--- src/rtl/stack_ctrl_if.sv ---
// Bundle between the LIFO controller, its upstream requester and the StackMem RAM.
// The upstream side and the RAM model share the master modport; the controller takes the slave modport.
interface stack_ctrl_if #(
    parameter int DATA_WIDTH = 12,
    parameter int ADDR_WIDTH = 8
) ();
    logic                  clear;
    logic                  push_valid;
    logic [DATA_WIDTH-1:0] push_data;
    logic                  push_ready;
    logic                  pop_req;
    logic                  pop_ready;
    logic                  pop_valid;
    logic [DATA_WIDTH-1:0] pop_data;
    logic [ADDR_WIDTH:0]   count;
    logic                  full;
    logic                  empty;
    logic                  overflow;
    logic                  underflow;
    logic                  mem_we;
    logic [ADDR_WIDTH-1:0] mem_waddr;
    logic [DATA_WIDTH-1:0] mem_wdata;
    logic [ADDR_WIDTH-1:0] mem_raddr;
    logic [DATA_WIDTH-1:0] mem_rdata;

    modport master (
        output clear, push_valid, push_data, pop_req, mem_rdata,
        input  push_ready, pop_ready, pop_valid, pop_data, count, full, empty,
               overflow, underflow, mem_we, mem_waddr, mem_wdata, mem_raddr
    );

    modport slave (
        input  clear, push_valid, push_data, pop_req, mem_rdata,
        output push_ready, pop_ready, pop_valid, pop_data, count, full, empty,
               overflow, underflow, mem_we, mem_waddr, mem_wdata, mem_raddr
    );
endinterface

--- src/rtl/stack_ctrl.sv ---
// LIFO controller in front of a 1-cycle registered-read RAM: owns the stack pointer,
// turns push/pop requests into RAM accesses and reports occupancy and sticky error flags.
module stack_ctrl #(
    parameter int DATA_WIDTH = 12,
    parameter int ADDR_WIDTH = 8
) (
    input  logic         clock,
    input  logic         reset_n,
    stack_ctrl_if.slave  bus
);
    localparam int                  DEPTH   = 1 << ADDR_WIDTH;
    localparam logic [ADDR_WIDTH:0] DEPTH_V = (ADDR_WIDTH+1)'(DEPTH);
    localparam logic [ADDR_WIDTH:0] ONE_V   = (ADDR_WIDTH+1)'(1);

    logic [ADDR_WIDTH:0] sp;
    logic [ADDR_WIDTH:0] sp_m1;
    logic                full_w;
    logic                empty_w;
    logic                push_ready_w;
    logic                pop_ready_w;
    logic                push_fire;
    logic                pop_fire;
    logic                pop_valid_r;
    logic                overflow_r;
    logic                underflow_r;

    assign sp_m1        = sp - ONE_V;
    assign full_w       = (sp == DEPTH_V);
    assign empty_w      = (sp == '0);
    assign pop_ready_w  = !empty_w;
    // A simultaneous pop frees the top slot, so a full stack can still take a push.
    assign push_ready_w = !full_w || (bus.pop_req && !empty_w);
    assign push_fire    = bus.push_valid && push_ready_w;
    assign pop_fire     = bus.pop_req && pop_ready_w;

    assign bus.push_ready = push_ready_w;
    assign bus.pop_ready  = pop_ready_w;
    assign bus.count      = sp;
    assign bus.full       = full_w;
    assign bus.empty      = empty_w;
    assign bus.overflow   = overflow_r;
    assign bus.underflow  = underflow_r;
    assign bus.pop_valid  = pop_valid_r;
    assign bus.pop_data   = bus.mem_rdata;

    // Read address always tracks the top so it is already on the RAM output when popped;
    // on push+pop the RAM reads before writing, so the old top returns and is replaced.
    assign bus.mem_raddr = sp_m1[ADDR_WIDTH-1:0];
    assign bus.mem_waddr = pop_fire ? sp_m1[ADDR_WIDTH-1:0] : sp[ADDR_WIDTH-1:0];
    assign bus.mem_wdata = bus.push_data;
    assign bus.mem_we    = push_fire && !bus.clear;

    always_ff @(posedge clock or negedge reset_n) begin
        if (!reset_n) begin
            sp          <= '0;
            pop_valid_r <= 1'b0;
            overflow_r  <= 1'b0;
            underflow_r <= 1'b0;
        end else if (bus.clear) begin
            sp          <= '0;
            pop_valid_r <= 1'b0;
            overflow_r  <= 1'b0;
            underflow_r <= 1'b0;
        end else begin
            if (push_fire && !pop_fire) begin
                sp <= sp + ONE_V;
            end else if (pop_fire && !push_fire) begin
                sp <= sp_m1;
            end
            pop_valid_r <= pop_fire;
            if (bus.push_valid && !push_ready_w) begin
                overflow_r <= 1'b1;
            end
            if (bus.pop_req && !pop_ready_w) begin
                underflow_r <= 1'b1;
            end
        end
    end
endmodule

--- src/flat_wrapper.sv ---
// flat-port wrapper written by rule: the top's interface ports become plain ports
module stack_ctrl_flat 
#(
    parameter int DATA_WIDTH = 12,
    parameter int ADDR_WIDTH = 8
)
  (clock, reset_n, bus_clear, bus_push_valid, bus_push_data, bus_pop_req, bus_mem_rdata, bus_push_ready, bus_pop_ready, bus_pop_valid, bus_pop_data, bus_count, bus_full, bus_empty, bus_overflow, bus_underflow, bus_mem_we, bus_mem_waddr, bus_mem_wdata, bus_mem_raddr);
  stack_ctrl_if #(.DATA_WIDTH(DATA_WIDTH), .ADDR_WIDTH(ADDR_WIDTH)) bus_i ();
  input  logic clock;
  input  logic reset_n;
  input wire logic [$bits(bus_i.clear)-1:0] bus_clear;
  input wire logic [$bits(bus_i.push_valid)-1:0] bus_push_valid;
  input wire logic [$bits(bus_i.push_data)-1:0] bus_push_data;
  input wire logic [$bits(bus_i.pop_req)-1:0] bus_pop_req;
  input wire logic [$bits(bus_i.mem_rdata)-1:0] bus_mem_rdata;
  output wire logic [$bits(bus_i.push_ready)-1:0] bus_push_ready;
  output wire logic [$bits(bus_i.pop_ready)-1:0] bus_pop_ready;
  output wire logic [$bits(bus_i.pop_valid)-1:0] bus_pop_valid;
  output wire logic [$bits(bus_i.pop_data)-1:0] bus_pop_data;
  output wire logic [$bits(bus_i.count)-1:0] bus_count;
  output wire logic [$bits(bus_i.full)-1:0] bus_full;
  output wire logic [$bits(bus_i.empty)-1:0] bus_empty;
  output wire logic [$bits(bus_i.overflow)-1:0] bus_overflow;
  output wire logic [$bits(bus_i.underflow)-1:0] bus_underflow;
  output wire logic [$bits(bus_i.mem_we)-1:0] bus_mem_we;
  output wire logic [$bits(bus_i.mem_waddr)-1:0] bus_mem_waddr;
  output wire logic [$bits(bus_i.mem_wdata)-1:0] bus_mem_wdata;
  output wire logic [$bits(bus_i.mem_raddr)-1:0] bus_mem_raddr;
  assign bus_i.clear = bus_clear;
  assign bus_i.push_valid = bus_push_valid;
  assign bus_i.push_data = bus_push_data;
  assign bus_i.pop_req = bus_pop_req;
  assign bus_i.mem_rdata = bus_mem_rdata;
  assign bus_push_ready = bus_i.push_ready;
  assign bus_pop_ready = bus_i.pop_ready;
  assign bus_pop_valid = bus_i.pop_valid;
  assign bus_pop_data = bus_i.pop_data;
  assign bus_count = bus_i.count;
  assign bus_full = bus_i.full;
  assign bus_empty = bus_i.empty;
  assign bus_overflow = bus_i.overflow;
  assign bus_underflow = bus_i.underflow;
  assign bus_mem_we = bus_i.mem_we;
  assign bus_mem_waddr = bus_i.mem_waddr;
  assign bus_mem_wdata = bus_i.mem_wdata;
  assign bus_mem_raddr = bus_i.mem_raddr;
  stack_ctrl #(.DATA_WIDTH(DATA_WIDTH), .ADDR_WIDTH(ADDR_WIDTH)) u_core (.clock(clock), .reset_n(reset_n), .bus(bus_i));
endmodule
--- config.mk ---
export PLATFORM = sky130hd
export DESIGN_NAME = stack_ctrl_flat
export DESIGN_NICKNAME = d
export VERILOG_FILES = /design/src/rtl/stack_ctrl_if.sv /design/src/rtl/stack_ctrl.sv /design/src/flat_wrapper.sv
export SDC_FILE = /design/constraint.sdc
export NUM_CORES = 1
export LEC_CHECK = 0
export ABC_CLOCK_PERIOD_IN_PS = 5800
export CORE_MARGIN = 3
export CORE_UTILIZATION = 38
export CTS_CLUSTER_DIAMETER = 40
export DETAILED_ROUTE_END_ITERATION = 10
export GPL_ROUTABILITY_DRIVEN = 1
export PLACE_DENSITY = 0.86
export SLEW_MARGIN = 10
export SYNTH_ARGS = -nofsm -noshare
export SYNTH_HDL_FRONTEND = slang
export SYNTH_SLANG_ARGS = --single-unit
export TNS_END_PERCENT = 10
--- constraint.sdc ---
create_clock -name clock -period 5.8 [get_ports clock]
set_clock_uncertainty 0.05 [all_clocks]
set_input_delay 0.58 -clock clock [delete_from_list [all_inputs] [get_ports clock]]
set_output_delay 0.58 -clock clock [all_outputs]
set_load 0.03 [all_outputs]
==> results of run 1 <==
## stage by stage
stage	setup WS (ns)	util, %	hold WS, ns	std cells	area [sq um]
after floorplan	2.28	-	0.234	156	1230
after global placement	2.38	46.4	0.425	203	1430
after detailed placement	2.31	46.4	0.433	203	1430
after CTS	1.97	47.1	0.451	206	1450
after global routing	1.81	47.1	0.476	206	1450
final	1.98	47.1	0.447	206	1450
## critical path, stage by stage (launching register included)
cell,delay [ns]
dfrtp_1,0.44
inv_1,0.18
ha_1,0.19
or3b_2,0.47
or3_1,0.38
and2_0,0.31
nand2_1,0.15
xnor2_1,0.12
clkdlybuf4s50_1,0.68
## synth_stat cells, drive strengths merged, types with 2 or more instances
library cell | n | area [sq um]
a21oi | 4 | 20.0
and3 | 2 | 17.5
buf | 28 | 206
clkbuf | 6 | 22.5
dfrtp | 12 | 300
ha | 3 | 37.5
inv | 8 | 30.0
mux2 | 3 | 37.5
nand2 | 14 | 52.6
nand3 | 9 | 50.1
nor2 | 13 | 48.8
nor2b | 4 | 25.0
nor3b | 4 | 30.0
nor4 | 3 | 18.8
o211ai | 2 | 15.0
o21ai | 5 | 25.0
or3 | 3 | 18.8
xnor2 | 7 | 61.3
xor2 | 7 | 61.3
## state kept, by name (all words and copies together) (netlist names)
name and cells:
u_core.bus.count 9, u_core.bus.overflow 1, u_core.bus.pop_valid 1, u_core.bus.underflow 1
## area by class of cell
type	instances	area, sq um
Sequential cell	12	300
Multi-Input combinational cell	102	672
Timing Repair Buffer	37	370
Clock buffer	3	22.5
Tap cell	44	55.1
Fill cell	312	1630
Inverter	8	30.0
## per-layer routing
metal | track usage [%] | part of all wire (%) | up-vias
li1 | - | - | 515
met1 | 18.6 | 43 | 482
met2 | 24.9 | 49 | 35
met3 | 4.14 | 6.5 | 5
met4 | 5.23 | 1.3 | 0
met5 | 0 | 0 | -
## cells by family (layout without fill, tap and decap cells)
group | count (synthesis) | after routing
fa+ha+maj | 3 | 3
mux | 3 | 3
flops | 12 | 12
compound gates | 20 | 20
buf+inv | 42 | 48
xor+xnor | 14 | 14
simple gates | 62 | 62
## worst min path at each step
stage / start / endpoint / slack, ns / cells past startpoint
detailed placement: u_core.bus.underflow / u_core.bus.underflow / 0.43 / 2
global route: u_core.bus.underflow / u_core.bus.underflow / 0.48 / 2
CTS: u_core.bus.underflow / u_core.bus.underflow / 0.45 / 2
global placement: u_core.bus.underflow / u_core.bus.underflow / 0.42 / 2
finish: u_core.bus.underflow / u_core.bus.underflow / 0.45 / 2
floorplan: reset_n / u_core.bus.count[0] / 0.23 / 0
==> metrics.md, run 1 <==
| Metric | Value |
|---|---|
| Fraction of synthesized area in multiplexers | between 3 and 4% |
| Commonest non-fill, non-tap cell in the layout | clkdlybuf4s50_1 |
| Final hold vios | 0 |
| Final Wtd Congestion | a little under 0.9 |
| Avg Vias per Cell | between 5 and 6 |
| Max-cap violation count | 0 |
| F_max | 0.262 GHz |
| Asr flop ratio synth | 100% |
| Total Routing Usage GR | 15.0% |
| # nets final | slightly below 200 |
| Congestion Overflow GR | 0 |
| Mapped cell area | about 1200 sq um |
| Share of cells above drive strength 1 | 6.17% |
| IO Pins | 86 |
| Post-synthesis simple-gate area fraction | about 28% |
| Initial antenna violation count | 0 |
| FF-to-FF setup slack | 3.17 ns |
| Tmin final | ~3.8 ns |
| Worst setup path end | bus_mem_waddr[3] |
| Hold Path Class | reg2reg |
| Clk Latency, worst-skew pair | 0.27 ns |
| Final critical-path share of the clock period | 65.9% |
| Tightest Pin Transition | 0.720 ns |
| Antenna diode count | 0 |
| Chip height | ~63 microns |
| CP Capture Type | output port |
| CP Data Required Time | 5.17 ns |
| Worst reg2reg path startpoint | u_core.bus.count[0] |
| Vias in the first global route | between 900 and 1000 |
| Xor/xnor cell area share of the yosys netlist | 9.96% |
| Worst reg2reg path depth | 7 |
| First-pass GRT wire length | between 4000 and 5000 microns |
| Post-synth top flop | dfrtp_1 |
| Slew Limit Fails | 0 |
| Iter 0 DRT Violations | 26 |
| Rel. slew slack | about half |
| Final setup fails | 0 |
| Sequential area share after synthesis | 24.4% |
| CTS tree | built |
| Worst-path clk slew | roughly 0.070 ns |
| Worst Path Arrival | about 3.2 ns |
| Netlist cell types | between 40 and 50 |
| Hpwl dp | 2130 microns |
| CTS max path bufs | 2 |
| Initial Util | 40.0% |
| Layout area overhead | 17.8% |
| Vias | a little over 1000 |
| Drt wl/cell | between 10 and 15 microns |
| Core Box Area | just over 3000 sq um |
| Post-synth EDFFs | 0 |
| RSZ-0062 raised after global routing | no |
| ANT nets after route | 0 |
| I/O Buffers | 37 |
| Detailed Routing Iterations Pass 1 | 4 |
| CTS resizes | 0 |
| Number of hold buffers added after CTS | 0 |
| Syn avg cell area | 7.89 sq um |
| Largest net degree at the start of global routing | 21 |
| Seq cells post-synth | 12 |
| Worst-path fanout max | 6 |
| Fraction of the mapped netlist area in adder cells | 3.05% |
| Die footprint | 3960 sq um |
| Total Routed Length | about 2800 microns |
| Commonest non-fill, non-tap cells in the layout | clkdlybuf4s50_1, nand2_1, nor2_1 |
| Drt drc | 0 |
| Setup TNS | 0 ns |
| Status | complete, no violations |
| Die Span X | between 60 and 70 microns |
| Clock Sinks | 12 |
| Syn Inst Count | 156 |
| Clk Tree Root Cell | clkbuf_4 |
| Startpoint Class | register |
| CP Class | reg2out |
| Worst Setup SP | u_core.bus.count[0] |
| Postcts setup bufs | 0 |
| CTS Buf Count | 3 |
| Post-synthesis compound-gate area fraction | between 10% and 20% |
| Reg2Reg Capture Point | u_core.bus.count[5] |
| Post-synth net total | approximately 190 |
| Row count | 20 |
| Syn. warnings | 0 |
| Largest family of logic cells by synthesized area | simple AND/OR/NAND/NOR gates |
| Htree depth | 1 |
Power of run 1 is not shown: default switching activity piles up to over one toggle a cycle in this logic, so the estimate is an artifact.
==> run 2: changes to the inputs <==
ABC_CLOCK_PERIOD_IN_PS = 3700   (was 5800)
CORE_UTILIZATION = 35   (was 38)
PLACE_DENSITY = 0.8   (was 0.86)
clock period = 3.7 ns   (was 5.8 ns; I/O delays follow)
==> run 2 against run 1 <==
Compared with the run above:
- via count grew 6.0%
- worst setup slack lost 1.8 ns
- wire length grew 4.6%
- utilization shrank 0.59 points
- register-to-register slack lost 2.1 ns
- critical path type unchanged
- critical endpoint is now bus_mem_waddr[0]
- highest routed layer unchanged
==> metrics.md, run 2 (synthesis results as in run 1) <==
| Metric | Value |
|---|---|
| Drt drc | 0 (unchanged) |
| GR Util met1 | 18.3% (was 18.6%) |
| Max reg flops | 9 (unchanged) |
| Initial antenna violation count | 0 (unchanged) |
| Total Routing Usage GR | 15.1% (was 15.0%) |
| Met2 usage | 25.8% (was 24.9%) |
| Setup TNS | 0 ns (unchanged) |
| CTS Buf Count | 3 (unchanged) |
| Final critical-path share of the clock period | between 90% and 100% |
| CP Class | reg2out (unchanged) |
| Worst-path fanout max | 6 (unchanged) |
| CTS max path bufs | 2 (unchanged) |
| # nets final | 200 (was 196) |
| CP Data Required Time | 3.28 ns (was 5.17 ns) |
| Avg Vias per Cell | 5.23 (was 5.03) |
| First-pass GRT wire length | 5160 microns (was 4760 microns) |
| Vias | 1099 (was 1037) |
| Detailed Routing Iterations Pass 1 | 4 (unchanged) |
| Vias in the first global route | 1138 (was 988) |
| Antenna diode count | 0 (unchanged) |
| Final setup fails | 0 (unchanged) |
| Max-cap violation count | 0 (unchanged) |
| Iter 0 DRT Violations | 51 (was 26) |
| Clock Sinks | 12 (unchanged) |
| ANT nets after route | 0 (unchanged) |
| F_max | 0.287 GHz |
| Commonest non-fill, non-tap cell in the layout | clkdlybuf4s50_1 (unchanged) |
| Die footprint | 4270 sq um (was 3960 sq um) |
| Worst Path Arrival | 3.07 ns (was 3.19 ns) |
| Commonest non-fill, non-tap cells in the layout | clkdlybuf4s50_1, nand2_1, nor2_1 (unchanged) |
| Startpoint Class | register (unchanged) |
| Hpwl dp | 2250 microns (was 2130 microns) |
| CTS tree | built (unchanged) |
| Fin area | 1490 sq um (was 1450 sq um) |
| Layout area overhead | 21.0% (was 17.8%) |
| Placement Cell Area | 1460 sq um (was 1430 sq um) |
| Core Box Area | 3200 sq um (was 3080 sq um) |
| Die Span X | 65.3 microns (was 62.9 microns) |
| Status | complete, no violations (unchanged) |
| Final hold vios | 0 (unchanged) |
| GR Layer Usage met3 | 5.13% (was 4.14%) |
| Hold Path Class | in2async (was reg2reg) |
| Largest net degree at the start of global routing | 21 (unchanged) |
| Clk Tree Root Cell | clkbuf_4 (unchanged) |
| Tightest Pin Transition | 0.584 ns (was 0.720 ns) |
| I/O Buffers | 37 (unchanged) |
| Congestion Overflow GR | 0 (unchanged) |
| CP Capture Type | output port (unchanged) |
| Grt peak-use layer | met2 (unchanged) |
| IO Pins | 86 (unchanged) |
| Chip height | 65.3 microns (was 62.9 microns) |
| RSZ-0062 raised after global routing | no (unchanged) |
| Slew Limit Fails | 0 (unchanged) |
| Final Util | 46.5% (was 47.1%) |
| Share of cells above drive strength 1 | 8.43% (was 6.17%) |
| Htree depth | 1 (unchanged) |
| Final Wtd Congestion | 0.783 (was 0.889) |
| Worst-path clk slew | 0.08 ns (was 0.07 ns) |
| Total Routed Length | 2980 microns (was 2850 microns) |
| Row count | 20 (unchanged) |
| Tmin final | around 3.5 ns |
| Drt wl/cell | 14.2 microns (was 13.8 microns) |
| Initial Util | 38.4% (was 40.0%) |
| Rel. slew slack | 61.0% (was 51.8%) |
| Clk Latency, worst-skew pair | 0.28 ns (was 0.27 ns) |
| Worst Hold Slack | 0.409 ns (was 0.447 ns) |
run 2: metal layers:
layer | part of all wire [%] | vias to the layer above
li1 | - | 531
met1 | 44 | 520
met2 | 47 | 44
met3 | 7.8 | 4
met4 | 0.71 | 0
met5 | 0 | -
run 2: worst max-delay path, cell delays in order (launching register included):
cell             delay (ns)
dfrtp_1                0.43
inv_1                  0.17
ha_1                   0.18
or3b_2                 0.46
or3_1                  0.37
and2_0                 0.29
xnor2_1                0.19
clkdlybuf4s50_1        0.69
run 2: area by class of cell:
type	count	area, sq um
fill	342	1710
timing repair buffer	41	410
sequential	12	300
tap	44	55.1
inverter	8	30.0
multi-input combinational	102	672
clock buffer	3	22.5
run 2: worst paths after layout:
kind	from	slack, ns	endpoint	cells after the start
setup / recovery	u_core.bus.count[0]	0.21	bus_mem_waddr[0]	7
hold / removal	reset_n	0.41	u_core.bus.count[7]	1
setup reg to reg	u_core.bus.count[0]	1.11	u_core.bus.count[5]	7
hold reg to reg	u_core.bus.underflow	0.45	u_core.bus.underflow	2
max in group asynchronous	reset_n	2.81	u_core.bus.count[6]	1
min in group clock	u_core.bus.underflow	0.45	u_core.bus.underflow	2
run 2: per-stage QoR:
step           std cells  setup slack (ns)
4_1_cts              210             0.112
2_1_floorplan        156             0.389
6_report             210             0.212
5_1_grt              210            0.0152
3_3_place_gp         207             0.504
3_5_place_dp         207             0.424
run 2: repair_timing:
action	CTS	global route
hold buffers	0	0
setup endpoints to repair	0	4
gates resized for setup	0	4
hold endpoints to repair	0	0
setup buffers	0	0
Power of run 2 is left out for the same reason.
==> variant (settings of run 2) <==
Reset style: synchronous (`reset_n`), changed in one clocked block.
--- a/src/rtl/stack_ctrl.sv
+++ b/src/rtl/stack_ctrl.sv
@@ -51,5 +51,5 @@
     assign bus.mem_we    = push_fire && !bus.clear;
 
-    always_ff @(posedge clock or negedge reset_n) begin
+    always_ff @(posedge clock) begin
         if (!reset_n) begin
             sp          <= '0;
Check against the original RTL: differs if reset_n is asserted again (counterexample within 4 cycles, from zero or initial values and one cycle with reset_n low); with reset_n held inactive, the same outputs for 10 cycles.
==> variant against run 2 <==
- wire length is 8.9% lower
- critical path depth is 1 lower
- setup slack improved by 130 ps
- sequential cell count unchanged
- design area down 5.3%
- first-iteration DRC count fell by 9.8%
- area after synthesis decreased by 4.8%
==> variant: results (changes against run 2) <==
Pwr
  • Peak VDD IR: 0.514 mV
  • Leak: 0.533 nW
  • Pint: 0.784 mW

Critical path
  • Worst path slowest cell: or4_1
  • Critical Path Max Stage Delay: 720 ps (+30 ps)
  • CP arrival: 2940 ps (-130 ps)
  • R2r setup slk: 570 ps (-540 ps)
  • Worst-path fanout max: 17 (+11)

Detailed routing
  • Vias: 1015 (-7.6%)
  • Aggregate routed wire length: 2710 microns (-8.9%)
  • DRT Pass-1 Iters: 4 (unchanged)
  • DRT iter0 DRCs: 46 (-9.8%)

GRT
  • Vias in the first global route: 969 (-15%)
  • Largest net degree at the start of global routing: 18 (-14%)
  • Total GRT Usage: 0.139 (-0.0124)
  • Global-route wire length before repair: 4510 microns (-13%)
  • Antenna violations before repair: 0 (unchanged)

Placement
  • Post-DP Area: 1380 sq um (-5.7%)
  • Routability cong.: 0.840 (+7.3%)
  • Detailed Place HPWL: 2040 microns (-9.2%)
  • Port bufs: 37 (unchanged)

Logic synthesis
  • Top_reg_cell synth: dfxtp_1
  • Commonest cells post-synth: buf_4 (24), dfxtp_1 (12), nor2_1 (12)
  • Number of synthesized flops with an enable pin: 0 (unchanged)
  • Yosys Warn Count: 0 (unchanged)
  • Net count after synthesis: 185 (-1.6%)
  • Post-synth cell types: 43 (-2.3%)
  • Post-synthesis async set-or-reset flop share: 0 (-1.00)
  • Sequential share of the synthesized area: 0.205 (-0.0390)
  • Synth top area cells: dfxtp_1 (20%), buf_4 (15%), xnor2_1 (6.7%)
  • Top-count cell post-synth: buf_4

Cells and area
  • Layout filler cell count: 318 (-7.0%)
  • Largest register FFs: 9 (unchanged)
  • Diodes inserted: 0 (unchanged)
  • Layout cell share with drive strength beyond 1: 0.0818 (-0.00258)

Min path
  • Worst Hold Class: reg2reg

Clock tree
  • Number of setup buffers added after CTS: 0 (unchanged)
  • H-tree depth: 1 (unchanged)
  • Root buffer cell: clkbuf_4
  • Resized cells post-CTS: 0 (unchanged)
  • Worst-skew pair later-pin latency: 280 ps (about the same)
  • Cts bufs inserted: 3 (unchanged)

STA
  • Slew headroom: 0.617 (+0.00696)

Status
  • Outcome: complete, no violations
==> variant: cell types whose count changed after synthesis, moves of 4 or more <==
| cell | delta |
|---|---|
| dfrtp_1 | -12 |
| dfxtp_1 | +12 |
| nand2_1 | -7 |
| nand3_1 | -5 |
| o21ai_0 | +4 |
| or4_1 | +4 |
==> variant: final timing paths <==
kind | to | startpoint | cells after the start
setup / recovery | bus_mem_waddr[6] | u_core.bus.count[3] | 6
hold / removal | u_core.bus.overflow | u_core.bus.overflow | 2
setup reg to reg | u_core.bus.count[8] | u_core.bus.count[3] | 7
hold reg to reg | u_core.bus.overflow | u_core.bus.overflow | 2
==> variant: logic make-up after synthesis <==
logic type / after synthesis / share of synthesized area
and+or+nand+nor: 59 / 0.297
buffers and inverters: 41 / 0.216
AOI/OAI and AO/OA: 18 / 0.105
xor gates and xnor gates: 17 / 0.127
DFF: 12 / 0.205
adders and majority gates: 4 / 0.0427
muxes: 1 / 0.00854
==> variant: layer usage <==
metal	track usage	up-vias	wire length [microns]
li1	-	510	-
met1	0.179	460	1200
met2	0.217	39	1220
met3	0.0422	6	253
met4	0.0485	0	37
met5	0	-	0
==> variant: through the flow <==
step / utilization / hold slack, ps / cells / worst slack [ps] / power, mW
floorplan: - / 460 / 152 / 407 / 1.16
global placement: 0.440 / 410 / 199 / 682 / 1.57
detailed placement: 0.440 / 408 / 199 / 617 / 1.57
CTS: 0.451 / 422 / 203 / 335 / 1.69
global route: 0.451 / 474 / 203 / 233 / 1.78
finish: 0.451 / 415 / 203 / 343 / 1.67
==> variant: power groups by stage <==
stage,Sequential (mW),Combinational (mW),Clock (mW)
2_1_floorplan,0.238,0.921,0
3_3_place_gp,0.227,1.34,0
3_5_place_dp,0.229,1.35,0
4_1_cts,0.226,1.35,0.111
5_1_grt,0.238,1.43,0.114
6_report,0.226,1.34,0.107
==> variant: cell type report <==
cell class	count	area, sq um	area share
Clock buffer	4	36.3	0.0257
Timing Repair Buffer	38	378	0.268
Sequential cell	12	240	0.170
Inverter	6	22.5	0.0160
Multi-Input combinational cell	99	679	0.481
Tap cell	44	55.1	0.0390
==> variant: worst max-delay path: cells and delay by family, from the launching register on <==
kind                   cells  cell delay, ps
AO/OA/AOI/OAI              1             370
buffers and inverters      2             890
flip-flops                 1             500
AND/OR/NAND/NOR            2             770
XOR/XNOR                   1             120
